File: config.mk
export PLATFORM = sky130hd
export DESIGN_NAME = sqrt_arbiter
export DESIGN_NICKNAME = d
export VERILOG_FILES = /design/src/rtl/sqrt_arbiter.sv
export SDC_FILE = /design/constraint.sdc
export NUM_CORES = 1
export LEC_CHECK = 0
export BUFFER_PORTS_ARGS = -buffer_cell sky130_fd_sc_hd__buf_2
export CAP_MARGIN = 20
export CORE_ASPECT_RATIO = 1.2
export CORE_MARGIN = 1
export CORE_UTILIZATION = 47
export CTS_CLUSTER_SIZE = 20
export DETAILED_ROUTE_END_ITERATION = 8
export HOLD_SLACK_MARGIN = 0.03
export PLACE_DENSITY = 0.86
export SLEW_MARGIN = 5
export SYNTH_ARGS = -nofsm -noshare
export SYNTH_HDL_FRONTEND = slang
export SYNTH_SLANG_ARGS = --single-unit
File: constraint.sdc
create_clock -name clk -period 3.35 [get_ports clk]
set_input_delay 0.1675 -clock clk [delete_from_list [all_inputs] [get_ports clk]]
set_output_delay 0.1675 -clock clk [all_outputs]
set_load 0.01 [all_outputs]
File: src/rtl/sqrt_arbiter.sv
// sqrt_arbiter: round-robin front end that shares one square-root core among NUM_REQ
// requesters. Single outstanding operation; the core is started with a one-cycle core_go
// and its result is returned with the index of the requester that issued it.
//
// Optional feature (compile-time macro SQRT_ARBITER_BYPASS_EN): a one-entry result memo
// {valid, operand, result}. An accepted operand that matches the memo is answered directly
// on the next cycle without starting the core.
//
// Ports:
//   clk        rising-edge clock
//   reset      asynchronous active-low reset
//   req_valid  per-requester operand valid        req_data  packed operands, i at [i*WIDTH +: WIDTH]
//   req_ready  one-hot accept strobe
//   rsp_valid  result valid                       rsp_ready result consumer ready
//   rsp_data   square-root result                 rsp_id    requester index of the result
//   core_go    start strobe to the shared core    core_in   operand to the core
//   core_out   core result                        core_done core completion pulse
//   busy       high whenever not idle
module sqrt_arbiter #(
    parameter int unsigned WIDTH      = 32,
    parameter int unsigned FRAC_WIDTH = 0,
    parameter int unsigned NUM_REQ    = 4
) (
    input  logic                       clk,
    input  logic                       reset,
    input  logic [NUM_REQ-1:0]         req_valid,
    input  logic [NUM_REQ*WIDTH-1:0]   req_data,
    output logic [NUM_REQ-1:0]         req_ready,
    output logic                       rsp_valid,
    input  logic                       rsp_ready,
    output logic [WIDTH-1:0]           rsp_data,
    output logic [$clog2(NUM_REQ)-1:0] rsp_id,
    output logic                       core_go,
    output logic [WIDTH-1:0]           core_in,
    input  logic [WIDTH-1:0]           core_out,
    input  logic                       core_done,
    output logic                       busy
);

    localparam int unsigned IdW = $clog2(NUM_REQ);

    // FRAC_WIDTH only describes the attached core; it just has to fit in the word.
    if (NUM_REQ < 2 || NUM_REQ > 16 || FRAC_WIDTH >= WIDTH) begin : g_bad_params
        $error("sqrt_arbiter: NUM_REQ must be 2..16 and FRAC_WIDTH < WIDTH");
    end

    typedef enum logic [1:0] {StIdle, StIssue, StWait, StResp} state_e;

    state_e           state_q, state_d;
    logic [IdW-1:0]   last_grant_q, last_grant_d;
    logic [IdW-1:0]   grant_q, grant_d;
    logic [WIDTH-1:0] operand_q, operand_d;
    logic [WIDTH-1:0] result_q, result_d;
    logic             wait_first_q, wait_first_d;

    logic             any_req;
    logic [IdW-1:0]   grant_idx;
    logic [WIDTH-1:0] grant_data;
    logic             core_cap;
    logic             bypass_hit;
    logic [WIDTH-1:0] byp_result;

    // Round-robin pick, starting one past the last served requester.
    always_comb begin
        int unsigned cand;
        any_req   = 1'b0;
        grant_idx = last_grant_q;
        cand      = 0;
        for (int unsigned k = 1; k <= NUM_REQ; k++) begin
            cand = (32'(last_grant_q) + k) % NUM_REQ;
            if (!any_req && req_valid[cand[IdW-1:0]]) begin
                any_req   = 1'b1;
                grant_idx = cand[IdW-1:0];
            end
        end
    end

    assign grant_data = req_data[32'(grant_idx) * WIDTH +: WIDTH];

    // The first WAIT cycle may carry a stale done from the core's previous job.
    assign core_cap = (state_q == StWait) && !wait_first_q && core_done;

`ifdef SQRT_ARBITER_BYPASS_EN
    logic             byp_valid_q;
    logic [WIDTH-1:0] byp_op_q, byp_res_q;

    always_ff @(posedge clk or negedge reset) begin
        if (!reset) begin
            byp_valid_q <= 1'b0;
            byp_op_q    <= '0;
            byp_res_q   <= '0;
        end else if (core_cap) begin
            byp_valid_q <= 1'b1;
            byp_op_q    <= operand_q;
            byp_res_q   <= core_out;
        end
    end

    assign bypass_hit = byp_valid_q && (byp_op_q == grant_data);
    assign byp_result = byp_res_q;
`else
    assign bypass_hit = 1'b0;
    assign byp_result = '0;
`endif

    always_comb begin
        state_d      = state_q;
        last_grant_d = last_grant_q;
        grant_d      = grant_q;
        operand_d    = operand_q;
        result_d     = result_q;
        wait_first_d = wait_first_q;
        req_ready    = '0;
        core_go      = 1'b0;
        rsp_valid    = 1'b0;

        case (state_q)
            StIdle: begin
                if (any_req) begin
                    req_ready[grant_idx] = 1'b1;
                    grant_d              = grant_idx;
                    operand_d            = grant_data;
                    if (bypass_hit) begin
                        result_d = byp_result;
                        state_d  = StResp;
                    end else begin
                        state_d = StIssue;
                    end
                end
            end
            StIssue: begin
                core_go      = 1'b1;
                wait_first_d = 1'b1;
                state_d      = StWait;
            end
            StWait: begin
                if (wait_first_q) begin
                    wait_first_d = 1'b0;
                end else if (core_done) begin
                    result_d = core_out;
                    state_d  = StResp;
                end
            end
            StResp: begin
                rsp_valid = 1'b1;
                if (rsp_ready) begin
                    last_grant_d = grant_q;
                    state_d      = StIdle;
                end
            end
            default: state_d = StIdle;
        endcase
    end

    always_ff @(posedge clk or negedge reset) begin
        if (!reset) begin
            state_q      <= StIdle;
            last_grant_q <= IdW'(NUM_REQ - 1);
            grant_q      <= '0;
            operand_q    <= '0;
            result_q     <= '0;
            wait_first_q <= 1'b0;
        end else begin
            state_q      <= state_d;
            last_grant_q <= last_grant_d;
            grant_q      <= grant_d;
            operand_q    <= operand_d;
            result_q     <= result_d;
            wait_first_q <= wait_first_d;
        end
    end

    assign rsp_data = result_q;
    assign rsp_id   = grant_q;
    assign core_in  = operand_q;
    assign busy     = (state_q != StIdle);

endmodule

==> impl_results.md, run 1 <==
* GRT Util Overall at 26.5%
* Fill cell count at 673
* Per-cell routed wire length at 16.6 um
* Max Clk Rate at 374 MHz
* Pwr Total at 5.00 mW
* Die height at 103 um
* Grt ovf at 0
* Hold path depth at 2
* Total number of vias at 4,031
* Outcome: complete, no violations
* Worst endpoint data arrival time at 2510 ps
* Worst R2R Setup Slack at 980 ps
* Vias in the first global route at 3,930
* Post-Route WL at 12.2 mm
* DR DRC count at 0
* Longest Clk Path Bufs at 2
* Crit path from: last_grant_q[1]$_DFFE_PN1P_
* Mapped Cells at 384
* Worst min-delay path endpoint: rsp_data[29]$_DFFE_PN0P_
* Post-synth EDFFs at 0
* Largest area contributor in the netlist: dfrtp_1
* Fin. Hold Viols at 0
* PortBufs at 240
* Post-Syn Nets at 556
* FF/Latch Area at 1780 um^2
* Placement Setup Slack at 981 ps
* Count of different cell masters after synthesis at 33
* Die Area at 8910 um^2
* Post-synth ARST share at 100%
* Core ar. at 8200 um^2
* Clk Latency, worst-skew pair at 340 ps
* CTS tree: yes
* Register area share after synthesis at 44.4%
* Post-DP HPWL at 8.80 mm
* CTS root buf: clkbuf_8
* #FFs+latches synth at 71
* CP Class: reg -> out
* Max-cap violations at 0
* Setup ws final at 674 ps
* Worst Tran Pin Value at 777 ps
* Fin crit share at 79.9%
* Drt first pass iters at 5
* Post CTS Setup Buffer Count at 0
* Nets at 789
* Startpoint of the lowest-slack hold path: core_out[29]
* Slew Limit Fails at 0
* Max FO, Critical Path at 36
* Synth warnings at 0
* Starting Density at 48.9%
* Max transition margin at 48.2%
* Fin Setup TNS at 0 ps
* # IOs at 241
* Register-to-Register Path Depth at 6
* Final antenna-violating net count at 0
* Drt initial violations at 156
* Min-delay worst type: in -> reg
* Worst setup EP type: output pin
* Startpoint types: flip-flop
* CTS sink cnt at 71
* Num CTS Buffers at 9
* Max H-tree Level at 3
* Min cycle time layout at 2680 ps
* Die Wd at 86.3 um
* Hold Slack at 49.0 ps
* Synth area leaders: dfrtp_1 (43%), mux2_2 (9.8%), mux2i_1 (8.2%), a31o_1 (7.0%), a21oi_2 (5.9%)
* Reg2reg start: last_grant_q[1]$_DFFE_PN1P_
* Clk slew on worst S/H paths at 80 ps
* Initial antenna violation count at 0
* Area of the multi-input gates at 2070 um^2
* Crit path required time at 3180 ps
* Mapped Area at 4010 um^2
* RSZ-0062 raised after global routing: no
* Synthesized area per cell at 10.4 um^2
* Worst R2R End: core_in[6]$_DFFE_PN0P_
* Share of cells above drive strength 1 at 54.2%
* GP Congestion at 0.759
* # setup viols final at 0
* Site Rows at 36
* Pin count of the biggest net entering global routing at 46
* Skew final at 9.36 ps
* Area Growth Syn to Fin at 38.0%
* Avg Vias per Cell at 5.48
* P_leak at 2.73 nW
* Pwr dens at 903 nW/um^2
* Peak supply drop at 0.374 mV
* Yosys top cell area share at 43.1%
* # resized after CTS at 0
* Antenna fix cells at 0
* First-pass GRT wire length at 18.1 mm
* Ys flop type: dfrtp_1
* Util after Layout at 67.5%
through the flow:
| step | area, um^2 | instances |
|---|---|---|
| 2_1_floorplan | 4010 | 384 |
| 3_3_place_gp | 5290 | 717 |
| 3_5_place_dp | 5290 | 717 |
| 4_1_cts | 5490 | 734 |
| 5_1_grt | 5540 | 736 |
| 6_report | 5540 | 736 |
layout make-up:
class	count	share of cell area, %
Inverter	9	0.610
Clock buffer	11	2.37
Sequential cell	71	32.1
Timing Repair Buffer	252	23.9
Clock inverter	5	1.06
Tap cell	114	2.58
Multi-Input combinational cell	274	37.3
Yosys cell counts (2+ instances only):
master and number:
a21oi_1 7, a21oi_2 27, a31o_1 32, buf_1 2
buf_2 8, buf_6 4, clkbuf_1 16, dfrtp_1 69
dfstp_2 2, ha_1 4, inv_1 9, mux2_2 35
mux2i_1 33, nand2_1 4, nand2b_1 2, nand3_1 33
nand3b_1 2, nor2_1 37, nor2b_1 4, nor4_1 2
o21a_1 2, o21ai_0 37, o21ai_1 3
sequential cells by signal, summed over array words and instances, names as in the netlist:
signal / count
core_in: 32
last_grant_q: 2
rsp_data: 32
rsp_id: 2
state_q: 2
wait_first_q: 1
worst max-delay path by stage:
stage | to | slack [ps] | depth (start not counted)
after floorplan | req_ready[3] | 1260 | 6
after global placement | core_in[6]$_DFFE_PN0P_ | 1050 | 6
after global routing | req_ready[3] | 540 | 5
after CTS | req_ready[3] | 730 | 5
final | req_ready[3] | 670 | 5
after detailed placement | core_in[0]$_DFFE_PN0P_ | 980 | 5
logic make-up after synthesis:
| family | count (synthesis) | synth area share (%) |
|---|---|---|
| flip-flops | 71 | 44.4 |
| multiplexers | 68 | 18.1 |
| AND/OR/NAND/NOR | 88 | 10.6 |
| buffers and inverters | 39 | 4.65 |
| adder cells (fa/ha/maj) | 4 | 1.25 |
| AO/OA/AOI/OAI | 113 | 20.8 |
| XOR/XNOR | 1 | 0.218 |
cells in the final DEF (no fill, tap or decap), drive strengths merged, types with 2 or more instances in the layout:
master    synthesis  final
a21oi            34     34
a31o             32     32
buf              14    250
clkbuf           16     12
clkinv            0      2
clkinvlp          0      2
dfrtp            69     69
dfstp             2      2
ha                4      4
inv               9      9
mux2             35     35
mux2i            33     33
nand2             4      4
nand2b            2      2
nand3            33     33
nand3b            2      2
nor2             38     38
nor2b             4      4
nor4              2      2
o21a              2      2
o21ai            41     41
worst max-delay path: stages (launching register included):
cell and delay (ps):
dfstp_2 620, mux2_2 370, o21ai_2 430, nor2_8 250, nor3_1 300, buf_2 190
timing repair:
item                                    CTS  global route
hold endpoints to repair                 41             0
hold buffers                              1             0
endpoints found under the setup margin    0             0
layer usage:
metal | vias up | track usage [%] | share of wire, %
met5 | - | 0 | 0
met2 | 220 | 49.1 | 53
met3 | 41 | 5.08 | 6.8
met1 | 1913 | 28.7 | 36
li1 | 1857 | - | -
met4 | 0 | 13.7 | 3.7
report_power, final:
group          switching [mW]  leakage [nW]  total [mW]  internal (mW)
Clock                   0.322        0.0895       0.667          0.345
Sequential              0.258         0.823        1.56           1.30
Combinational            1.53          1.81        2.77           1.24
Total                    2.11          2.73        5.00           2.88
(Power assumes the default switching activity.)
==> run 2: changes to the inputs <==
CORE_UTILIZATION = 40   (was 47)
PLACE_DENSITY = 0.78   (was 0.86)
clock period = 2.4 ns   (was 3.35 ns; I/O delays follow)
==> impl_results.md, run 2 (synthesized netlist as in run 1, its figures left out) <==
* Worst setup EP type: output pin (unchanged)
* Pwr dens at 1250 nW/um^2 (was 903 nW/um^2)
* WP depth at 5 (unchanged)
* GRT Util Overall at 24.7% (was 26.5%)
* # setup viols final at 0 (unchanged)
* Grt ovf at 0 (unchanged)
* Antenna fix cells at 0 (unchanged)
* Longest Clk Path Bufs at 2 (unchanged)
* Fin. Hold Viols at 0 (unchanged)
* First-pass GRT wire length at 19.6 mm (was 18.1 mm)
* Nets at 817 (was 789)
* Die Area at 10,400 um^2 (was 8910 um^2)
* Drt initial violations at 170 (was 156)
* GP Congestion at 0.784 (was 0.759)
* Clk Latency, worst-skew pair at 330 ps (was 340 ps)
* Worst path buffer plus inverter count at 1 (unchanged)
* Hold path depth at 2 (unchanged)
* Drt first pass iters at 4 (was 5)
* Worst min-delay path endpoint: rsp_data[2]$_DFFE_PN0P_ (was rsp_data[29]$_DFFE_PN0P_)
* Worst R2R End: core_in[30]$_DFFE_PN0P_ (was core_in[6]$_DFFE_PN0P_)
* Register-to-Register Path Depth at 6 (unchanged)
* CP peak stage delay at 610 ps (was 620 ps)
* Max Clk Rate at 440 MHz
* Worst endpoint data arrival time at 2150 ps (was 2510 ps)
* Dpl cells at 730 (was 717)
* Max H-tree Level at 3 (unchanged)
* CTS sink cnt at 71 (unchanged)
* Reg2reg start: last_grant_q[0]$_DFFE_PN1P_ (was last_grant_q[1]$_DFFE_PN1P_)
* Fin crit share at 94.7%
* Skew final at 6.10 ps (was 9.36 ps)
* Fin Setup TNS at 0 ps (unchanged)
* DR DRC count at 0 (unchanged)
* Core ar. at 9610 um^2 (was 8200 um^2)
* Pin count of the biggest net entering global routing at 44 (was 46)
* Max-cap violations at 0 (unchanged)
* Post-Route WL at 12.8 mm (was 12.2 mm)
* Critical Path, Cell by Cell: mux2_2, o21ai_4, nor2_8, nor3_1, buf_2 (was mux2_2, o21ai_2, nor2_8, nor3_1, buf_2)
* Die height at 112 um (was 103 um)
* Min cycle time layout at 2270 ps
* Vias in the first global route at 4,130 (was 3,930)
* Most frequent cells in the layout: buf_2 (240), dfrtp_1 (69), o21ai_0 (37), mux2_2 (35), nor2_1 (35) (unchanged)
* CTS root buf: clkbuf_16 (was clkbuf_8)
* Slew Limit Fails at 0 (unchanged)
* CTS tree: yes (unchanged)
* Max FO, Critical Path at 18 (was 36)
* Num CTS Buffers at 9 (unchanged)
* Total number of vias at 4,104 (was 4,031)
* Initial antenna violation count at 0 (unchanged)
* Min-delay worst type: in -> reg (unchanged)
* Placement Setup Slack at 14.4 ps (was 981 ps)
* Setup ws final at 127 ps (was 674 ps)
* Site Rows at 39 (was 36)
* Area Growth Syn to Fin at 47.4% (was 38.0%)
* Hold Slack at 29.5 ps (was 49.0 ps)
* CP Class: reg -> out (unchanged)
* Crit path required time at 2280 ps (was 3180 ps)
* Delay-heaviest family, CP: flip-flops (unchanged)
* Max transition margin at 47.9% (was 48.2%)
* Critical-path top delay cell: dfstp_2 (unchanged)
* Util after Layout at 61.5% (was 67.5%)
* Starting Density at 41.7% (was 48.9%)
* Placement Cell Area at 5360 um^2 (was 5290 um^2)
* Outcome: complete, no violations (unchanged)
* Die Wd at 93.4 um (was 86.3 um)
* Clk slew on worst S/H paths at 50 ps (was 80 ps)
* Cell area after layout at 5910 um^2 (was 5540 um^2)
* Worst R2R Setup Slack at 160 ps (was 980 ps)
* Startpoint of the lowest-slack hold path: core_out[2] (was core_out[29])
* Final antenna-violating net count at 0 (unchanged)
* Worst Tran Pin Value at 780 ps (was 777 ps)
* Per-cell routed wire length at 16.6 um (about the same)
* # IOs at 241 (unchanged)
* RSZ-0062 raised after global routing: no (unchanged)
* Most common cell after layout, fill and taps aside: buf_2 (unchanged)
* Pwr Total at 7.40 mW (was 5.00 mW)
* Post-DP HPWL at 9.24 mm (was 8.80 mm)
* Peak supply drop at 0.568 mV (was 0.374 mV)
* Final std cells w/o fill at 773 (was 736)
* Avg Vias per Cell at 5.31 (was 5.48)
* Startpoint types: flip-flop (unchanged)
* P_leak at 2.89 nW (was 2.73 nW)
* PortBufs at 240 (unchanged)
* Share of cells above drive strength 1 at 52.8% (was 54.2%)
run 2: cell types whose count changed in the layout (fill, tap and decap cells not counted), sizes merged:
| cell | before | now |
|---|---|---|
| buf | 250 | 256 |
| clkinvlp | 2 | 1 |
| clkbuf | 12 | 13 |
| nor2 | 38 | 39 |
| bufinv | 1 | 0 |
| dlygate4sd3 | 1 | 23 |
run 2: cell type report:
cell class | count | area, um^2
Inverter | 9 | 33.8
Fill cell | 790 | 3700
Clock inverter | 3 | 17.5
Clock buffer | 13 | 260
Multi-Input combinational cell | 275 | 2080
Sequential cell | 71 | 1780
Tap cell | 123 | 154
Timing Repair Buffer | 279 | 1580
run 2: timing repair:
item / 4_1_cts / 5_1_grt
pin swaps: 2 / 1
gates resized for setup: 1 / 1
setup endpoints to repair: 3 / 2
hold buffers: 22 / 1
hold endpoints to repair: 47 / 1
gates cloned: 1 / 0
setup buffers: 2 / 1
run 2: worst max path at each step:
stage,slack (ps),end,startpoint
2_1_floorplan,360,req_ready[3],last_grant_q[1]$_DFFE_PN1P_
3_3_place_gp,100,core_in[16]$_DFFE_PN0P_,last_grant_q[0]$_DFFE_PN1P_
3_5_place_dp,10,core_in[16]$_DFFE_PN0P_,last_grant_q[0]$_DFFE_PN1P_
4_1_cts,60,req_ready[2],last_grant_q[0]$_DFFE_PN1P_
5_1_grt,1,req_ready[3],last_grant_q[1]$_DFFE_PN1P_
6_report,130,req_ready[3],last_grant_q[1]$_DFFE_PN1P_
run 2: report_power, final:
| part | switching, mW | internal (mW) |
|---|---|---|
| logic | 2.18 | 1.82 |
| clock network | 0.476 | 0.752 |
| registers | 0.351 | 1.82 |
run 2: per-layer routing:
metal	vias to the layer above	GRT usage, %	wire [um]
met1	1916	26.3	4740
li1	1917	-	-
met5	-	0	0
met3	35	4.92	889
met4	0	12.6	413
met2	236	45.4	6770
run 2: worst register-to-register path, stage by stage (launching register included):
cell	delay, ps
dfstp_2	620
mux2_2	240
o21ai_4	100
buf_4	160
nor2_4	620
mux2i_1	310
a21oi_2	80
==> run 3: changes to the inputs <==
CORE_ASPECT_RATIO = default   (was 1.2)
==> impl_results.md, run 3 (synthesized netlist as in run 1, its figures left out) <==
* Outcome: complete, no violations (unchanged)
* Cell area after layout at 6030 um^2 (was 5910 um^2)
* Longest Clk Path Bufs at 2 (unchanged)
* Max transition margin at 37.5% (was 47.9%)
* PortBufs at 240 (unchanged)
* Crit path required time at 2280 ps (about the same)
* RSZ-0062 raised after global routing: yes (was no)
* Clk slew on worst S/H paths at 80 ps (was 50 ps)
* Skew final at 12.2 ps (was 6.10 ps)
* DR DRC count at 0 (unchanged)
* Total number of vias at 4,182 (was 4,104)
* Max Clk Rate at 428 MHz (was 440 MHz)
* Max-cap violations at 0 (unchanged)
* Startpoint types: flip-flop (unchanged)
* P_leak at 2.93 nW (was 2.89 nW)
* Fill cell count at 857 (was 790)
* Final std cells w/o fill at 799 (was 773)
* Per-cell routed wire length at 16.7 um (was 16.6 um)
* CTS tree: yes (unchanged)
* Hold path depth at 3 (was 2)
* Num CTS Buffers at 9 (unchanged)
* Most frequent cells in the layout: buf_2 (240), dfrtp_1 (69), o21ai_0 (37), mux2_2 (35), nor2_1 (35) (unchanged)
* Setup ws final at 62.2 ps (was 127 ps)
* Starting Density at 41.2% (was 41.7%)
* Fin crit share at 97.4% (was 94.7%)
* Worst R2R End: core_in[3]$_DFFE_PN0P_ (was core_in[30]$_DFFE_PN0P_)
* Max FO, Critical Path at 18 (unchanged)
* Final antenna-violating net count at 0 (unchanged)
* Area Growth Syn to Fin at 50.3% (was 47.4%)
* Clk Latency, worst-skew pair at 340 ps (was 330 ps)
* # IOs at 241 (unchanged)
* Die Wd at 102 um (was 93.4 um)
* Placement Setup Slack at -56.7 ps (was 14.4 ps)
* Worst setup EP type: output pin (unchanged)
* Min-delay worst type: in -> reg (unchanged)
* First-pass GRT wire length at 20.2 mm (was 19.6 mm)
* Post-DP HPWL at 8.97 mm (was 9.24 mm)
* Drt initial violations at 162 (was 170)
* Startpoint of the lowest-slack hold path: req_data[112] (was core_out[2])
* Dpl cells at 742 (was 730)
* CTS sink cnt at 71 (unchanged)
* Initial antenna violation count at 0 (unchanged)
* Drt first pass iters at 5 (was 4)
* Pwr dens at 1220 nW/um^2 (was 1250 nW/um^2)
* Grt ovf at 0 (unchanged)
* Hold Slack at 86.2 ps (was 29.5 ps)
* Die height at 102 um (was 112 um)
* Peak supply drop at 0.624 mV (was 0.568 mV)
* Post-Route WL at 13.3 mm (was 12.8 mm)
* Nets at 833 (was 817)
* Worst endpoint data arrival time at 2220 ps (was 2150 ps)
* Slew Limit Fails at 0 (unchanged)
* Avg Vias per Cell at 5.23 (was 5.31)
* CP Class: reg -> out (unchanged)
* Worst min-delay path endpoint: core_in[16]$_DFFE_PN0P_ (was rsp_data[2]$_DFFE_PN0P_)
* CTS root buf: clkbuf_8 (was clkbuf_16)
* Worst R2R Setup Slack at 210 ps (was 160 ps)
* Most common cell after layout, fill and taps aside: buf_2 (unchanged)
* Worst Tran Pin Value at 936 ps (was 780 ps)
* Antenna fix cells at 0 (unchanged)
* Pwr Total at 7.33 mW (was 7.40 mW)
* Die Area at 10,400 um^2 (about the same)
* Share of cells above drive strength 1 at 52.9% (was 52.8%)
* GRT Util Overall at 25.5% (was 24.7%)
* GP Congestion at 0.810 (was 0.784)
* Pin count of the biggest net entering global routing at 43 (was 44)
* Reg2reg start: last_grant_q[0]$_DFFE_PN1P_ (unchanged)
* Min cycle time layout at 2340 ps (was 2270 ps)
* Placement Cell Area at 5380 um^2 (was 5360 um^2)
* Register-to-Register Path Depth at 7 (was 6)
* Max H-tree Level at 3 (unchanged)
* # setup viols final at 0 (unchanged)
* Core ar. at 9730 um^2 (was 9610 um^2)
* Vias in the first global route at 4,183 (was 4,130)
* Site Rows at 36 (was 39)
* Fin. Hold Viols at 0 (unchanged)
-- run 3: repair_timing --
action                                  4_1_cts  5_1_grt
gates resized for setup                       4        1
setup buffers                                 1        5
hold endpoints to repair                     59        0
endpoints found under the setup margin       17       19
gates cloned                                  2        0
pin swaps                                     3        3
hold buffers                                 33        0
-- run 3: area by class of cell --
class	instances	area (um^2)	area share, %
clock buffer	10	128	2.12
sequential	71	1780	29.5
multi-input combinational	276	2110	34.9
inverter	9	33.8	0.561
tap	133	166	2.76
clock inverter	6	67.6	1.12
timing repair buffer	294	1750	29.0
-- run 3: worst max-delay path, stage by stage, from the launching register on --
cell and delay (ps):
dfstp_2 580, buf_4 150, mux2_2 370, o21ai_4 230
nor2_8 160, nor3_1 230, buf_2 160
-- run 3: report_power, final --
group / internal, mW / switching (mW) / total (mW) / leakage [nW]
logic: 1.94 / 2.29 / 4.22 / 2.01
clock network: 0.487 / 0.481 / 0.968 / 0.0933
registers: 1.81 / 0.327 / 2.14 / 0.823
total: 4.24 / 3.09 / 7.33 / 2.93
-- run 3: worst max-delay path by stage --
stage | startpoint | endpoint | slack [ps] | cells after the start
5_1_grt | last_grant_q[1]$_DFFE_PN1P_ | req_ready[3] | -30 | 6
2_1_floorplan | last_grant_q[1]$_DFFE_PN1P_ | req_ready[3] | 360 | 6
3_3_place_gp | last_grant_q[0]$_DFFE_PN1P_ | core_in[1]$_DFFE_PN0P_ | 20 | 6
3_5_place_dp | last_grant_q[0]$_DFFE_PN1P_ | core_in[20]$_DFFE_PN0P_ | -60 | 6
4_1_cts | last_grant_q[0]$_DFFE_PN1P_ | req_ready[1] | 30 | 5
6_report | last_grant_q[1]$_DFFE_PN1P_ | req_ready[3] | 60 | 6
-- run 3: metal layers --
metal | vias to the layer above | global-route usage (%) | part of all wire, % | wire length [um]
met3 | 20 | 4.24 | 5.2 | 689
met1 | 2039 | 29.6 | 39 | 5220
met5 | - | 0 | 0 | 0
met4 | 0 | 8.57 | 1.8 | 242
met2 | 172 | 47.4 | 54 | 7180
li1 | 1951 | - | - | -
-- run 3: metrics by stage --
step           util, %  TNS [ps]
5_1_grt           61.9     -56.0
4_1_cts           61.3         0
6_report          61.9         0
3_5_place_dp      55.3      -622
2_1_floorplan        -         0
3_3_place_gp      55.3         0
